===== config.mk =====
export PLATFORM = sky130hd
export DESIGN_NAME = matmul_host_sequencer_flat
export DESIGN_NICKNAME = d
export VERILOG_FILES = /design/src/rtl/matmul_host_sequencer_pkg.sv /design/src/rtl/matmul_host_sequencer_if.sv /design/src/rtl/matmul_host_sequencer_phase_timer.sv /design/src/rtl/matmul_host_sequencer.sv /design/src/flat_wrapper.sv
export SDC_FILE = /design/constraint.sdc
export NUM_CORES = 1
export LEC_CHECK = 0
export ABC_AREA = 0
export CORE_UTILIZATION = 55
export CTS_CLUSTER_SIZE = 25
export DETAILED_ROUTE_END_ITERATION = 8
export MAX_ROUTING_LAYER = met4
export PLACE_DENSITY = 0.84
export SYNTH_ARGS = -nofsm -noshare
export SYNTH_HDL_FRONTEND = slang
export SYNTH_SLANG_ARGS = --single-unit

===== constraint.sdc =====
create_clock -name clk -period 5.5 [get_ports clk]
set_clock_uncertainty 0.15 [all_clocks]
set_input_delay 1.1 -clock clk [delete_from_list [all_inputs] [get_ports clk]]
set_output_delay 1.1 -clock clk [all_outputs]
set_load 0.02 [all_outputs]

===== src/rtl/matmul_host_sequencer_pkg.sv =====
// matmul_host_sequencer_pkg: shared sizes, state encoding and helpers for the matmul host sequencer
package matmul_host_sequencer_pkg;
    localparam int N_LOAD = 18;
    localparam int N_COMP = 9;
    localparam int N_OUT  = 9;
    localparam int N_ELEM = N_LOAD + N_COMP;
    localparam int DATA_W = 4;
    localparam int RES_W  = 10;
    localparam int OS_W   = 4;
    localparam int MAT_W  = 9 * DATA_W;
    typedef enum logic [2:0] {IDLE, CLR, LSET, LHI, LLO, RSEL, RWAIT, DONE} state_t;
    function automatic int max3(input int a, input int b, input int c);
        return (a > b ? a : b) > c ? (a > b ? a : b) : c;
    endfunction
endpackage


===== src/rtl/matmul_host_sequencer_if.sv =====
// matmul_host_sequencer_if: serial load / output-select bus between the sequencer and the multiplier
interface matmul_host_sequencer_if;
    import matmul_host_sequencer_pkg::*;
    logic [DATA_W-1:0] mm_i;
    logic              mm_ic;
    logic [OS_W-1:0]   mm_os;
    logic              mm_en;
    logic              mm_mr;
    logic [RES_W-1:0]  m_in;
    modport master (output mm_i, mm_ic, mm_os, mm_en, mm_mr, input m_in);
    modport slave  (input mm_i, mm_ic, mm_os, mm_en, mm_mr, output m_in);
endinterface


===== src/rtl/matmul_host_sequencer_phase_timer.sv =====
// matmul_host_sequencer_phase_timer: loadable down-counter; last is high on the final cycle of a dwell
module matmul_host_sequencer_phase_timer #(
    parameter int W = 2
) (
    input  logic         clk,
    input  logic         rst,
    input  logic         load,
    input  logic [W-1:0] val,
    output logic         last
);
    logic [W-1:0] cnt;
    always_ff @(posedge clk) begin
        if (rst) cnt <= '0;
        else if (load) cnt <= val;
        else if (cnt != '0) cnt <= cnt - 1'b1;
    end
    assign last = cnt == W'(1);
endmodule


===== src/rtl/matmul_host_sequencer.sv =====
// matmul_host_sequencer: streams two 3x3 matrices into the multiplier, runs it, and reads back the nine results
module matmul_host_sequencer
    import matmul_host_sequencer_pkg::*;
#(
    parameter int IC_HIGH   = 1,
    parameter int IC_LOW    = 1,
    parameter int OS_SETTLE = 2
) (
    input  logic                    clk,
    input  logic                    mr,
    input  logic                    start,
    input  logic [MAT_W-1:0]        a_flat,
    input  logic [MAT_W-1:0]        b_flat,
    matmul_host_sequencer_if.master bus,
    output logic                    res_valid,
    output logic [3:0]              res_idx,
    output logic [RES_W-1:0]        res_data,
    output logic                    busy,
    output logic                    done
);
    localparam int TW = $clog2(max3(IC_HIGH, IC_LOW, OS_SETTLE) + 1);
    state_t                         state;
    logic [N_LOAD-1:0][DATA_W-1:0]  shadow;
    logic [4:0]                     elem, elem_n;
    logic [3:0]                     idx;
    logic                           tload, tlast;
    logic [TW-1:0]                  tval;
    logic [DATA_W-1:0]              nib_n;
    assign elem_n = elem + 5'd1;
    // elements past the load phase are the compute strobes and carry a zero nibble
    assign nib_n  = elem_n < 5'(N_LOAD) ? shadow[elem_n] : '0;
    assign tload  = state == LSET || (state == LHI && tlast) || state == RSEL;
    assign tval   = state == LSET ? TW'(IC_HIGH) : state == LHI ? TW'(IC_LOW) : TW'(OS_SETTLE);
    matmul_host_sequencer_phase_timer #(.W(TW)) timer (
        .clk  (clk),
        .rst  (mr),
        .load (tload),
        .val  (tval),
        .last (tlast)
    );
    always_ff @(posedge clk) begin
        if (mr) begin
            state     <= IDLE;
            shadow    <= '0;
            elem      <= '0;
            idx       <= '0;
            bus.mm_i  <= '0;
            bus.mm_ic <= 1'b0;
            bus.mm_os <= '0;
            bus.mm_en <= 1'b0;
            bus.mm_mr <= 1'b0;
            res_valid <= 1'b0;
            res_idx   <= '0;
            res_data  <= '0;
            busy      <= 1'b0;
            done      <= 1'b0;
        end else begin
            res_valid <= 1'b0;
            done      <= 1'b0;
            case (state)
                IDLE: if (start) begin
                    shadow    <= {b_flat, a_flat};
                    busy      <= 1'b1;
                    bus.mm_mr <= 1'b1;
                    bus.mm_en <= 1'b1;
                    state     <= CLR;
                end
                CLR: begin
                    bus.mm_mr <= 1'b0;
                    bus.mm_i  <= shadow[0];
                    bus.mm_ic <= 1'b0;
                    elem      <= '0;
                    idx       <= '0;
                    state     <= LSET;
                end
                LSET: begin
                    bus.mm_ic <= 1'b1;
                    state     <= LHI;
                end
                LHI: if (tlast) begin
                    bus.mm_ic <= 1'b0;
                    state     <= LLO;
                end
                LLO: if (tlast) begin
                    if (elem == 5'(N_ELEM - 1)) begin
                        bus.mm_os <= '0;
                        state     <= RSEL;
                    end else begin
                        elem     <= elem_n;
                        bus.mm_i <= nib_n;
                        state    <= LSET;
                    end
                end
                RSEL: state <= RWAIT;
                RWAIT: if (tlast) begin
                    res_data  <= bus.m_in;
                    res_idx   <= idx;
                    res_valid <= 1'b1;
                    if (idx == 4'(N_OUT - 1)) begin
                        done      <= 1'b1;
                        bus.mm_en <= 1'b0;
                        bus.mm_os <= '0;
                        state     <= DONE;
                    end else begin
                        idx       <= idx + 4'd1;
                        bus.mm_os <= idx + 4'd1;
                        state     <= RSEL;
                    end
                end
                DONE: begin
                    busy  <= 1'b0;
                    state <= IDLE;
                end
                default: state <= IDLE;
            endcase
        end
    end
endmodule


===== src/flat_wrapper.sv =====
// flat-port wrapper written by rule: the top's interface ports become plain ports
module matmul_host_sequencer_flat import matmul_host_sequencer_pkg::*;
#(
    parameter int IC_HIGH   = 1,
    parameter int IC_LOW    = 1,
    parameter int OS_SETTLE = 2
)
  (clk, mr, start, a_flat, b_flat, res_valid, res_idx, res_data, busy, done, bus_mm_i, bus_mm_ic, bus_mm_os, bus_mm_en, bus_mm_mr, bus_m_in);
  matmul_host_sequencer_if bus_i ();
  input  logic clk;
  input  logic mr;
  input  logic start;
  input  logic [MAT_W-1:0] a_flat;
  input  logic [MAT_W-1:0] b_flat;
  output logic res_valid;
  output logic [3:0] res_idx;
  output logic [RES_W-1:0] res_data;
  output logic busy;
  output logic done;
  output wire logic [$bits(bus_i.mm_i)-1:0] bus_mm_i;
  output wire logic [$bits(bus_i.mm_ic)-1:0] bus_mm_ic;
  output wire logic [$bits(bus_i.mm_os)-1:0] bus_mm_os;
  output wire logic [$bits(bus_i.mm_en)-1:0] bus_mm_en;
  output wire logic [$bits(bus_i.mm_mr)-1:0] bus_mm_mr;
  input wire logic [$bits(bus_i.m_in)-1:0] bus_m_in;
  assign bus_mm_i = bus_i.mm_i;
  assign bus_mm_ic = bus_i.mm_ic;
  assign bus_mm_os = bus_i.mm_os;
  assign bus_mm_en = bus_i.mm_en;
  assign bus_mm_mr = bus_i.mm_mr;
  assign bus_i.m_in = bus_m_in;
  matmul_host_sequencer #(.IC_HIGH(IC_HIGH), .IC_LOW(IC_LOW), .OS_SETTLE(OS_SETTLE)) u_core (.clk(clk), .mr(mr), .start(start), .a_flat(a_flat), .b_flat(b_flat), .bus(bus_i), .res_valid(res_valid), .res_idx(res_idx), .res_data(res_data), .busy(busy), .done(done));
endmodule

==> results of run 1 <==
sequential cells by signal, indices dropped and copies added (netlist names), 2 cells and up:
name / flops
u_core.bus.mm_os: 4
u_core.res_data: 10
u_core.res_idx: 4
u_core.bus.mm_i: 4
u_core.state: 3
u_core.idx: 4
u_core.shadow: 72
u_core.timer.cnt: 2
u_core.elem: 5
where the power goes:
| group | total [W] | switching (W) | internal [W] |
|---|---|---|---|
| sequential | 0.000930 | 0.0000444 | 0.000885 |
| clock | 0.00108 | 0.000370 | 0.000710 |
| combinational | 0.000340 | 0.000184 | 0.000156 |
final timing paths:
path | cells past startpoint | startpoint | slack, ns | to
max | 9 | u_core.elem[0]$_SDFFE_PP0P_ | 2.14 | u_core.bus.mm_i[2]$_SDFFE_PP0P_
min | 2 | u_core.shadow[34]$_SDFFE_PP0P_ | 0.30 | u_core.shadow[34]$_SDFFE_PP0P_
min reg2reg | 2 | u_core.shadow[34]$_SDFFE_PP0P_ | 0.30 | u_core.shadow[34]$_SDFFE_PP0P_
max reg2reg | 9 | u_core.elem[0]$_SDFFE_PP0P_ | 2.14 | u_core.bus.mm_i[2]$_SDFFE_PP0P_
per-layer routing:
layer	global-route usage	vias up	wire, microns
li1	-	2387	-
met4	0.130	0	366
met5	-	-	0
met2	0.471	203	6660
met1	0.359	2289	5700
met3	0.0624	40	831
logic make-up (layout without fill, tap and decap cells):
| group | Yosys count | count (layout) | synth area share |
|---|---|---|---|
| multiplexers | 33 | 33 | 0.0844 |
| AND/OR/NAND/NOR | 277 | 277 | 0.232 |
| AO/OA/AOI/OAI | 157 | 157 | 0.167 |
| adder cells (fa/ha/maj) | 6 | 6 | 0.0146 |
| buffers and inverters | 56 | 155 | 0.0507 |
| XOR/XNOR | 5 | 5 | 0.00849 |
| flip-flops | 114 | 114 | 0.443 |
placed cells by master, fill, tap and decap left out, types with 6 or more instances in the layout:
master / synthesis / layout
clkdlybuf4s50_1: 0 / 111
nor3_1: 8 / 7
dfxtp_1: 114 / 114
clkbuf_16: 0 / 16
mux2i_1: 21 / 21
mux4_2: 8 / 8
o21ai_0: 24 / 24
ha_1: 6 / 6
nand2_1: 192 / 191
inv_1: 8 / 8
nor2_1: 23 / 23
nand3_1: 26 / 26
a21oi_1: 110 / 110
worst max-delay path: stages (launching register included):
cell and delay (ns):
dfxtp_1 0.37, buf_4 0.36, inv_1 0.26, ha_1 0.70
buf_4 0.39, mux2i_1 0.30, nand3_1 0.11, and4_1 0.25
o2111ai_1 0.19, a211oi_1 0.10
final cells by class:
class	count	area, sq um
clock buffers	22	453
clock inverters	10	133
fillers	650	2100
inverters	8	30.0
multi-input cells	478	2620
flip-flops and latches	114	2280
well taps	108	135
repair buffers	115	1140
metrics by stage:
step,hold WS [ns],utilization,cells
after global routing,0.319,0.764,855
after floorplan,0.283,-,648
after detailed placement,0.296,0.698,823
final,0.303,0.764,855
after global placement,0.291,0.698,823
after CTS,0.304,0.764,855
==> impl_results.md, run 1 <==
- Die width: 98.8 microns
- Starting density of the core: 0.580
- Io pins: 113
- ANT cells: 0
- Dpl cell area: 6210 sq um
- DR iter-0 viols: 339
- Top_reg_cell synth: dfxtp_1
- Synth unique cells: 46
- CP Max Fanout: 28
- Slew Limit Fails: 0
- Arr. time, crit path: 3.56 ns
- Antenna Violating Nets Remaining: 0
- Flops & latches, synth: 114
- Setup CP Type: reg2reg
- Initial antenna violation count: 0
- TritonCTS clock tree: built
- Syn-to-layout area delta: 31.8%
- Crit share post-route: 0.611
- Via count: 4919
- Average wire per standard cell: 15.9 microns
- Leakage power: 2.55 nW
- Syn_nets: 739
- Hold Buf Count CTS: 0
- Final net count: 825
- Post-CTS setup buffers: 0
- Worst slack, placed: 2.18 ns
- Post-route cell area: 6790 sq um
- Slew @ Worst Pin: 1.25 ns
- Dpl hpwl: 8510 microns
- Final hold violations: 0
- Clock tree buffer depth: 2
- Period minus WS final: 3.36 ns
- Unrepaired setup endpoints after global routing: false
- Max-cap viol count: 0
- Worst setup margin: 2.14 ns
- Required @ worst endpoint: 5.69 ns
- Rel. slew slack: 0.164
- Setup_tns: 0 ns
- Peak supply drop: 0.000201 V
- Grt ovf: 0
- Share of async-settable or async-resettable flops after synthesis: 0
- First-pass GRT wire length: 22300 microns
- Syn Inst Count: 648
- Syn Area/Cell: 7.96 sq um
- Post-synth top area cell: dfxtp_1
- Die area: 9770 sq um
- Total power: 0.00235 W
- CTS H-Tree Depth: 4
- Final Routed Wirelength: 13600 microns
- PostCTS Resize Cnt: 0
- Num CTS Buffers: 17
- Post-synth EDFFs: 0
- Endpoints failing setup: 0
- Core Footprint: 8890 sq um
- Top-area cell type share of the netlist area: 0.443
- TritonCTS Sinks: 114
- # rows: 34
- Initial DRT Pass Iterations: 6
- Number of global-route vias before repair: 4750
- CP Capture Type: flip-flop
- Clk Latency, worst-skew pair: 0.52 ns
- I/O Buffers: 112
- Post-synthesis sequential area ratio: 0.443
- Pin count of the biggest net entering global routing: 115
- Die height: 98.8 microns
- HP Class: reg2reg
- Residual DRC: 0
- FMAX: 297 MHz
- Syn. warnings: 0
- Outcome: finished clean
- CTS root buffer: clkbuf_8
- Area contributors post-synth: dfxtp_1 (44%), nand2_1 (14%), a21oi_1 (11%)
- Placer Congestion: 0.889
- Most numerous cell in the Yosys netlist: nand2_1
- Vias per cell: 5.75
- Commonest cells post-synth: nand2_1 (192), dfxtp_1 (114), a21oi_1 (110)
- Pwr/cell area: 346 nW/um^2
- Share of layout cells above drive strength 1: 0.0710
- Critical path launch point type: flip-flop
- Mapped cell area: 5160 sq um
- Clk pin slew, worst setup/hold paths: 0.05 ns
- Total track usage: 0.294
Note: power is estimated with default switching activity, not from simulation.
==> inputs of run 2 (changes only) <==
- CORE_UTILIZATION: 55 -> 51
- PLACE_DENSITY: 0.84 -> 0.78
- clock period: 5.5 -> 3.3 ns (I/O delays scaled with it)
==> run 2 against run 1 <==
Compared with the run above:
- critical path depth down 1
- fmax increased by 29%
- global-route usage down 3.3 points
- clock-buffer cell count is 3 lower
- first-iteration DRC count is 14% higher
- worst hold slack got worse by 0.0024 ns
- flip-flop and latch count is the same
- cell count rose by 3.6%
- highest routed layer unchanged
==> impl_results.md, run 2 (synthesis gave the netlist of run 1 again) <==
- TritonCTS Sinks: 114
- Starting density of the core: 0.528
- PostCTS Resize Cnt: 0
- Worst-path cell chain: inv_1, ha_1, buf_12, mux4_2, mux2i_1, o21ai_0, o2111ai_1, a211oi_1
- Grt ovf: 0
- Setup_tns: 0 ns
- CTS H-Tree Depth: 4
- Clock tree buffer depth: 2
- FMAX: 384 MHz
- Reg2reg end: u_core.bus.mm_i[3]$_SDFFE_PP0P_
- Largest reg by FF count: u_core.shadow
- Critical path launch point type: flip-flop
- Unrepaired setup endpoints after global routing: false
- Slew @ Worst Pin: 0.779 ns
- Outcome: finished clean
- Pin count of the biggest net entering global routing: 75
- Hold Buf Count CTS: 0
- Placed instance count: 854
- TritonCTS clock tree: built
- Final net count: 831
- Peak supply drop: 0.000324 V
- Largest register FFs: 72
- Worst reg2reg setup slack: 0.69 ns
- First-pass GRT wire length: 20600 microns
- Path depth of the worst reg2reg path: 8
- Dpl hpwl: 8910 microns
- I/O Buffers: 112
- Cell family with the largest share of critical-path delay: adder cells
- Initial antenna violation count: 0
- Die height: 103 microns
- Bufs and invs on worst path: 2
- Residual DRC: 0
- Slew Limit Fails: 0
- Worst r2r src: u_core.elem[0]$_SDFFE_PP0P_
- CP Max Fanout: 17
- Pwr/cell area: 577 nW/um^2
- CP max-delay cell: ha_1
- Initial DRT Pass Iterations: 6
- CP Capture Type: flip-flop
- Most frequent cells in the layout: nand2_1 (191), dfxtp_1 (114), clkdlybuf4s50_1 (111)
- Clk Latency, worst-skew pair: 0.51 ns
- Placer Congestion: 0.848
- Required @ worst endpoint: 3.50 ns
- Final Routed Wirelength: 12900 microns
- Syn-to-layout area delta: 34.3%
- Crit share post-route: 0.790
- Io pins: 113
- Clk pin slew, worst setup/hold paths: 0.06 ns
- CP peak stage delay: 0.73 ns
- Die area: 10500 sq um
- Hold endpoint: u_core.shadow[70]$_SDFFE_PP0P_
- Hold path depth: 2
- Vias per cell: 5.52
- Total power: 0.00400 W
- Dpl cell area: 6310 sq um
- Num CTS Buffers: 17
- Core Footprint: 9770 sq um
- ANT cells: 0
- Max-cap viol count: 0
- Average wire per standard cell: 14.6 microns
- Endpoints failing setup: 0
- Biggest regs: u_core.shadow (72), u_core.res_data (10), u_core.elem (5)
- Total track usage: 0.261
- HP Class: reg2reg
- Leakage power: 2.60 nW
- DR iter-0 viols: 386
- Final hold violations: 0
- Hold path start: u_core.shadow[70]$_SDFFE_PP0P_
- Commonest non-fill, non-tap cell in the layout: nand2_1
- Share of layout cells above drive strength 1: 0.0823
- Die width: 103 microns
- Setup CP Type: reg2reg
- Rel. slew slack: 0.481
- # rows: 36
- Filler-free cell count of the finished design: 886
- Number of global-route vias before repair: 4354
- Period minus WS final: 2.61 ns
- CTS root buffer: clkbuf_8
- Antenna Violating Nets Remaining: 0
- Arr. time, crit path: 2.81 ns
- Via count: 4887
- Post-route cell area: 6930 sq um
- Post-CTS setup buffers: 0
run 2: cell types whose count changed in the layout (fill, tap and decap cells not counted):
cell      delta
clkbuf_1     -3
clkinv_4     +3
buf_12       +2
clkinv_2     -4
inv_6        +4
buf_4        +4
run 2: metrics by stage:
step,hold slack (ns),utilization,setup WS [ns]
finish,0.300,0.709,0.693
detailed placement,0.296,0.646,0.751
global placement,0.292,0.646,0.819
CTS,0.303,0.709,0.730
floorplan,0.283,-,0.883
global route,0.322,0.709,0.570
run 2: report_power, final:
part	switching, W	internal [W]
combinational	0.000310	0.000272
clock	0.000667	0.00120
sequential	0.0000714	0.00147
total	0.00105	0.00295
run 2: worst min-delay path, stage by stage, from the launching register on:
cell and delay [ns]:
dfxtp_1 0.30, nand2_1 0.05, a21oi_1 0.05
run 2: how the worst max path moves through the flow:
stage | cells after the start | from | slack, ns | to
after floorplan | 12 | u_core.elem[0]$_SDFFE_PP0P_ | 0.88 | u_core.bus.mm_i[0]$_SDFFE_PP0P_
after global placement | 7 | start | 0.82 | u_core.shadow[17]$_SDFFE_PP0P_
after detailed placement | 8 | u_core.elem[0]$_SDFFE_PP0P_ | 0.75 | u_core.bus.mm_i[1]$_SDFFE_PP0P_
after CTS | 8 | u_core.elem[0]$_SDFFE_PP0P_ | 0.73 | u_core.bus.mm_i[3]$_SDFFE_PP0P_
after global routing | 8 | u_core.elem[0]$_SDFFE_PP0P_ | 0.57 | u_core.bus.mm_i[3]$_SDFFE_PP0P_
final | 8 | u_core.elem[0]$_SDFFE_PP0P_ | 0.69 | u_core.bus.mm_i[3]$_SDFFE_PP0P_
run 2: layer usage:
metal / vias to the layer above / global-route usage / wire (microns)
met5: - / - / 0
met3: 20 / 0.0529 / 872
met4: 0 / 0.0835 / 145
met1: 2288 / 0.348 / 5770
met2: 173 / 0.399 / 6150
li1: 2406 / - / -
run 2: final cells by class:
type                    count  area (sq um)
clock buffers              19           442
clock inverters            13           174
fillers                   756          2850
inverters                   8          30.0
multi-input cells         478          2620
flip-flops and latches    114          2280
well taps                 133           166
repair buffers            121          1210
